--- src/rtl/div_pipelined_skid_latch.sv ---
// Two-entry skid latch between divider pipeline stages.
// Busy toward upstream comes from a flop, so downstream stalls never ripple combinationally.
module div_pipelined_skid_latch #(
  parameter int N  = 4,
  parameter int DW = 32
) (
  input  logic          iCLOCK,
  input  logic          inRESET,
  input  logic          iREMOVE,
  input  logic          iPREVIOUS_VALID,
  output logic          oPREVIOUS_BUSY,
  input  logic          iPREVIOUS_SIGN,
  input  logic [DW-1:0] iPREVIOUS_DIVISOR,
  input  logic [DW-1:0] iPREVIOUS_DIVIDEND,
  input  logic [N-1:0]  iPREVIOUS_Q,
  input  logic [DW-2:0] iPREVIOUS_R,
  output logic          oNEXT_VALID,
  input  logic          iNEXT_BUSY,
  output logic          oNEXT_SIGN,
  output logic [DW-1:0] oNEXT_DIVISOR,
  output logic [DW-1:0] oNEXT_DIVIDEND,
  output logic [N-1:0]  oNEXT_Q,
  output logic [DW-2:0] oNEXT_R,
  output logic [1:0]    oLEVEL
);

  localparam int EW = 3 * DW + N;

  typedef enum logic [1:0] {
    EMPTY = 2'd0,
    ONE   = 2'd1,
    FULL  = 2'd2
  } state_t;

  state_t        state, state_n;
  logic [EW-1:0] main_q, main_n;
  logic [EW-1:0] skid_q, skid_n;
  logic [EW-1:0] in_entry;
  logic          busy_q;
  logic          accept, transfer;

  assign in_entry = {iPREVIOUS_SIGN, iPREVIOUS_DIVISOR, iPREVIOUS_DIVIDEND,
                     iPREVIOUS_Q, iPREVIOUS_R};

  assign accept   = iPREVIOUS_VALID && !busy_q;
  assign transfer = (state != EMPTY) && !iNEXT_BUSY;

  always_ff @(posedge iCLOCK or negedge inRESET) begin
    if (!inRESET) begin
      state  <= EMPTY;
      main_q <= '0;
      skid_q <= '0;
      busy_q <= 1'b0;
    end else begin
      state  <= state_n;
      main_q <= main_n;
      skid_q <= skid_n;
      busy_q <= (state_n == FULL);
    end
  end

  // Vacated slots are zeroed so idle outputs never show stale payload.
  always_comb begin
    state_n = state;
    main_n  = main_q;
    skid_n  = skid_q;
    unique case (state)
      EMPTY: begin
        if (accept) begin
          main_n  = in_entry;
          state_n = ONE;
        end
      end
      ONE: begin
        if (transfer && accept) begin
          main_n = in_entry;
        end else if (transfer) begin
          main_n  = '0;
          state_n = EMPTY;
        end else if (accept) begin
          skid_n  = in_entry;
          state_n = FULL;
        end
      end
      FULL: begin
        if (transfer) begin
          main_n  = skid_q;
          skid_n  = '0;
          state_n = ONE;
        end
      end
      default: begin
        main_n  = '0;
        skid_n  = '0;
        state_n = EMPTY;
      end
    endcase
    if (iREMOVE) begin
      state_n = EMPTY;
      main_n  = '0;
      skid_n  = '0;
    end
  end

  assign oPREVIOUS_BUSY = busy_q;
  assign oNEXT_VALID    = (state != EMPTY);
  assign oLEVEL         = state;
  assign {oNEXT_SIGN, oNEXT_DIVISOR, oNEXT_DIVIDEND, oNEXT_Q, oNEXT_R} = main_q;

endmodule

--- config.mk ---
export PLATFORM = sky130hd
export DESIGN_NAME = div_pipelined_skid_latch
export DESIGN_NICKNAME = d
export VERILOG_FILES = /design/src/rtl/div_pipelined_skid_latch.sv
export SDC_FILE = /design/constraint.sdc
export NUM_CORES = 1
export LEC_CHECK = 0
export CAP_MARGIN = 20
export CORE_MARGIN = 8
export CORE_UTILIZATION = 47
export CTS_CLUSTER_DIAMETER = 80
export DETAILED_ROUTE_END_ITERATION = 16
export GPL_ROUTABILITY_DRIVEN = 0
export PLACE_DENSITY = 0.8
export SLEW_MARGIN = 25
export SYNTH_ARGS = -nofsm -noshare
export SYNTH_HDL_FRONTEND = slang
export SYNTH_SLANG_ARGS = --single-unit
--- constraint.sdc ---
create_clock -name iCLOCK -period 1.52 [get_ports iCLOCK]
set_clock_uncertainty 0.05 [all_clocks]
set_input_delay 0.228 -clock iCLOCK [delete_from_list [all_inputs] [get_ports iCLOCK]]
set_output_delay 0.228 -clock iCLOCK [all_outputs]
set_load 0.005 [all_outputs]
==> metrics.cfg, run 1 <==
[die]
die-area_mm2 = 0.0267
die_y_um = 163
ioPinCount = 209
core_area_mm2 = 0.0216
core.rowCount = 54
fp.dieW_um = 163
start_util_pct = 47.3

[global_routing]
met2_usage_pct = 52.3
antenna_found_initial = 1
grt_usage_pct = 32.1
grt.met3_usage_pct = 7.13
grt_start_max_net_pins = 75
grt_pass1_vias = 11500
grtUsageMet1_pct = 36.9
grt_overflow = 0
grt.busiest_layer = met2
grt_pass1_wl_mm = 66.9

[clock_tree]
cts_buffers = 23
clock_latency_ps = 530
ctsHtreeMaxLevel = 1
cts.clk_slew.worst_paths_ps = 60
cts_buffer_depth = 3
cts_tree = done
cts_sinks = 203
clock-root-buffer = clkbuf_16

[pwr]
p_sw_mw = 4.96
clkPwrFrac_pct = 34.5
combinationalPowerShare_pct = 28.8
swShare_pct = 29.9
p_leak_nw = 8.68
pwr_density_cell_mw_per_mm2 = 916
intPower_mw = 11.6
vdd_drop_max_mv = 0.770
total_power_mw = 16.6
seqPwrFrac_pct = 36.7

[yosys]
synth_warnings = 0
async_flop_share_pct = 100
synth_edf_count = 0
synth.yosys.seq_area_share_pct = 49.7
ys.flop_type = dfrtp_1
synth_area_per_cell_um2 = 10.3
synthesis.nets = 1096
synth_cells = 991
synthDistinctLibCells = 35
synth_seq_cells = 203
syn_area_mm2 = 0.0102

[timing]
tightestPinTransition_ps = 750
finalSetupViolCount = 207
final.setup.tns_ps = -80300
grt_setup_unrepaired = true
fmaxAchievable_mhz = 492
final-hold-violation-count = 0
layout_min_cycle_time_ps = 2030
maxSlewHeadroom_pct = 50.0
slew_violations = 0
finalCritPeriodShare_pct = 134
hold_ws_ps = 175
worst_slack_ps = -511

[setup_path]
crit_required_ps = 1850
crit_fanout = 8
cp.arrival_ps = 2370
worst-setup-path-type = flip-flop to flip-flop
worstSetupStartpointType = flip-flop
end_kind = flip-flop

[detailed_routing]
postRouteAntennaNets = 0
totalWireLength_mm = 49.3
wire_per_inst_um = 29.6
drc_errors = 0
vias_per_cell = 6.69
dr.first_iter.drc_count = 1086
vias = 11200
dr.pass1.iters = 6

[finish]
nFillCells = 913
nNetsFinal = 1476
layout-area-overhead-vs-synth_pct = 77.3
final_common_cell = dfrtp_1
drive_gt1_share_pct = 41.3
final_cell_mix = dfrtp_1, nor2_1, clkdlybuf4s50_1
fin_area_mm2 = 0.0181
final_util_pct = 83.8

[outcome]
status = finished, violations left
violations = setup timing

[hold_path]
hp-class = primary input to asynchronous set/reset pin

[place]
postPlaceCellArea_mm2 = 0.0133
dp_hpwl_mm = 20.5
io_buffers = 208

[run]
drv_cap = 0

## power groups by stage
stage,Combinational [mW],Sequential (mW),Clock (mW)
floorplan,1.22,6.12,0
global placement,2.95,6.15,0
detailed placement,3.01,6.16,0
CTS,4.24,6.07,5.59
global route,4.95,6.11,5.93
finish,4.78,6.10,5.72
## worst max-delay path, stage by stage (launching register included)
cell,delay (ps)
dfrtp_1,440
buf_6,160
nor3b_4,250
buf_6,150
o31ai_4,90
buf_6,180
buf_12,130
buf_16,140
a221oi_2,230
nor2_1,90
## stage by stage
stage / std cells / setup slack (ps)
final: 1667 / -511
after global routing: 1666 / -556
after CTS: 1624 / -369
after detailed placement: 1481 / -570
after global placement: 1481 / -540
after floorplan: 991 / -47.3
## metal layers
metal | part of all wire (%) | routed length, um
met1 | 35 | 17100
met2 | 48 | 23500
met3 | 9.3 | 4570
met4 | 8.4 | 4160
met5 | 0.026 | 13
## logic make-up after synthesis
logic type,Yosys count,synth area share (%)
buffers and inverters,101,4.81
and+or+nand+nor,340,16.8
muxes,102,10.7
AOI/OAI and AO/OA,245,17.9
DFF,203,49.7
## final timing paths
check | start | end | slack [ps] | cells after the start
worst min register to register | main_q[24] | main_q[24] | 450 | 1
worst min-delay path | inRESET | main_q[35] | 170 | 2
min in group iCLOCK | iREMOVE | oLEVEL[1] | 280 | 3
worst max-delay path | oPREVIOUS_BUSY | main_q[21] | -510 | 9
max in group asynchronous | inRESET | skid_q[9] | 640 | 3
worst max register to register | oPREVIOUS_BUSY | main_q[21] | -510 | 9
## synth_stat cells, drive strengths merged, types with 34 or more instances
library cell	instances	area share [%]
nand3	98	4.8
buf	65	3.5
a221oi	60	5.7
mux2	61	6.7
o21ai	99	4.8
a22o	40	3.4
dfrtp	203	50
nor2	127	4.8
nand2b	99	6.1
clkbuf	34	1.2
o2bb2ai	40	3.4
mux2i	41	4.0
## state kept, by name, summed over array words and instances, names as in the netlist
name / cells
oPREVIOUS_BUSY: 1
oLEVEL: 2
skid_q: 100
main_q: 100
## what timing repair did
item,in CTS,in global routing
setup buffers,57,49
endpoints found under the hold margin,164,0
pin swaps,52,25
gates cloned,46,8
endpoints found under the setup margin,304,307
hold buffers,1,0
resized for setup,314,240
## cell type report
class                      instances  area, um2  share of cell area (%)
inverter                           2       12.5                  0.0690
multi-input combinational        687       5830                    32.2
timing repair buffer             454       6110                    33.7
tap                              280        350                    1.93
antenna                            1       2.50                  0.0138
clock inverter                    11        136                   0.752
clock buffer                      29        598                    3.30
sequential                       203       5080                    28.1
(Power assumes the default switching activity.)
==> run 2, diff against run 1 <==
Settings changed: CORE_UTILIZATION 47 to 52, PLACE_DENSITY 0.8 to 0.84.
Clock period 1.52 ns to 1.95 ns, I/O delays scaled along.
==> run 2 against run 1 <==
Net effect: the flow now finishes without violations; via count fell by 20%; register-to-register slack gained 540 ps; global-route usage fell by 7.7 points; count of clock-buffer cells in the layout up 8; routed wire length decreased by 38%; power decreased by 33%; largest power group unchanged.
==> metrics.cfg, run 2 (synthesis gave the netlist of run 1 again) <==
[outcome]
status = completed  ; was finished, violations left

[setup_path]
cp.arrival_ps = 2230  ; was 2370 ps
crit_buf_inv = 3  ; was 5
crit_path_cell_trace = buf_4, nor3b_2, o31ai_4, buf_12, buf_12, a221oi_1, nor2_1  ; was buf_6, nor3b_4, buf_6, o31ai_4, buf_6, buf_12, buf_16, a221oi_2, nor2_1
worst-setup-path-type = flip-flop to flip-flop  ; unchanged
worstSetupStartpointType = flip-flop  ; unchanged
crit_required_ps = 2270  ; was 1850 ps
crit_slowest_cell = dfrtp_2  ; was dfrtp_1
max_stage_delay_ps = 440  ; about the same
cp_top_family = buffers and inverters  ; unchanged
crit_fanout = 45  ; was 8
end_kind = flip-flop  ; unchanged
path_common_cell = buf_12  ; was buf_6

[die]
start_util_pct = 52.7  ; was 47.3%
die_y_um = 156  ; was 163 um
fp.dieW_um = 156  ; was 163 um
ioPinCount = 209  ; unchanged
core_area_mm2 = 0.0194  ; was 0.0216 mm2
core.rowCount = 51  ; was 54
die-area_mm2 = 0.0244  ; was 0.0267 mm2

[place]
io_buffers = 208  ; unchanged
dp_hpwl_mm = 19.2  ; was 20.5 mm
place_inst = 1419  ; was 1481

[timing]
finalCritPeriodShare_pct = 98.3  ; was 134%
final.setup.tns_ps = 0  ; was -80300 ps
slew_violations = 0  ; unchanged
final-hold-violation-count = 0  ; unchanged
layout_min_cycle_time_ps = 1920  ; was 2030 ps
fmaxAchievable_mhz = 522  ; was 492 MHz
tightestPinTransition_ps = 527  ; was 750 ps
finalSetupViolCount = 0  ; was 207
maxSlewHeadroom_pct = 64.9  ; was 50.0%

[detailed_routing]
wire_per_inst_um = 20.7  ; was 29.6 um
vias = 8927  ; was 11.2k
totalWireLength_mm = 30.5  ; was 49.3 mm
postRouteAntennaNets = 0  ; unchanged
dr.pass1.iters = 5  ; was 6
drc_errors = 0  ; unchanged
dr.first_iter.drc_count = 577  ; was 1086
vias_per_cell = 6.05  ; was 6.69

[finish]
nFillCells = 1457  ; was 913
drive_gt1_share_pct = 15.7  ; was 41.3%
nNetsFinal = 1300  ; was 1476
final_common_cell = clkdlybuf4s50_1  ; was dfrtp_1
stdcell_count = 1475  ; was 1667
layout-area-overhead-vs-synth_pct = 35.2  ; was 77.3%
final_cell_mix = clkdlybuf4s50_1, dfrtp_1, nor2_1  ; was dfrtp_1, nor2_1, clkdlybuf4s50_1

[global_routing]
grt_usage_pct = 24.4  ; was 32.1%
antenna_found_initial = 1  ; unchanged
grt_pass1_wl_mm = 48.5  ; was 66.9 mm
grt_start_max_net_pins = 60  ; was 75
grt_overflow = 0  ; unchanged
grt_pass1_vias = 9208  ; was 11.5k

[clock_tree]
ctsHtreeMaxLevel = 1  ; unchanged
clock_latency_ps = 500  ; was 530 ps
cts.clk_slew.worst_paths_ps = 60  ; about the same
cts_buffer_depth = 3  ; unchanged
cts_tree = done  ; unchanged
cts_sinks = 203  ; unchanged
cts_buffers = 23  ; unchanged
clock-root-buffer = clkbuf_16  ; unchanged

[pwr]
vdd_drop_max_mv = 0.616  ; was 0.770 mV
pwr_density_cell_mw_per_mm2 = 806  ; was 916 mW/mm2
p_leak_nw = 5.64  ; was 8.68 nW

[hold_path]
hp-class = primary input to asynchronous set/reset pin  ; unchanged

[run]
drv_cap = 0  ; unchanged

==> run 2: path summary, 6_finish.rpt <==
| path | start | end | slack (ps) | cells after the start |
|---|---|---|---|---|
| max in group asynchronous | inRESET | skid_q[54] | 910 | 3 |
| hold / removal | inRESET | skid_q[35] | 280 | 2 |
| hold reg to reg | main_q[19] | main_q[19] | 460 | 1 |
| min in group iCLOCK | iREMOVE | oLEVEL[0] | 320 | 3 |
| setup / recovery | oLEVEL[0] | main_q[80] | 30 | 7 |
| setup reg to reg | oLEVEL[0] | main_q[80] | 30 | 7 |
==> run 2: layout make-up <==
| cell class | instances | area [um2] | share of cell area (%) |
|---|---|---|---|
| sequential | 203 | 5080 | 36.8 |
| multi-input combinational | 687 | 4720 | 34.2 |
| timing repair buffer | 278 | 2960 | 21.4 |
| clock buffer | 37 | 698 | 5.05 |
| tap | 265 | 332 | 2.40 |
| clock inverter | 2 | 10.0 | 0.0724 |
| inverter | 2 | 7.51 | 0.0543 |
| antenna | 1 | 2.50 | 0.0181 |
==> run 2: what timing repair did <==
item                       4_1_cts  5_1_grt
gates cloned                     1        1
pin swaps                        1        0
hold endpoints to repair        50        0
hold buffers                     1        0
setup endpoints to repair        6       56
gates resized for setup          7        9
setup buffers                    7        6
==> run 2: per-stage QoR <==
step / power, mW / worst slack (ps) / utilization, % / instance area [um2] / hold WS, ps
final: 11.1 / 33.6 / 71.2 / 13800 / 276
after global routing: 11.6 / -6.02 / 71.2 / 13800 / 314
after CTS: 11.2 / -101 / 70.7 / 13700 / 294
after detailed placement: 7.04 / -317 / 66.4 / 12900 / 251
after global placement: 6.98 / -236 / 66.4 / 12900 / 252
after floorplan: 5.70 / 288 / - / 10200 / -53.1
==> run 2: power by group <==
group,internal [mW],leakage (nW),switching [mW],total [mW]
Combinational,1.24,2.58,1.08,2.31
Sequential,4.52,2.71,0.205,4.73
Clock,2.42,0.350,1.68,4.10
==> run 2: per-layer routing <==
layer	vias to the layer above	track usage [%]	wire length (um)
met5	-	0	0
met4	0	8.97	847
met3	72	4.05	2050
met2	339	42.3	15400
met1	4513	30.1	12200
li1	4003	-	-
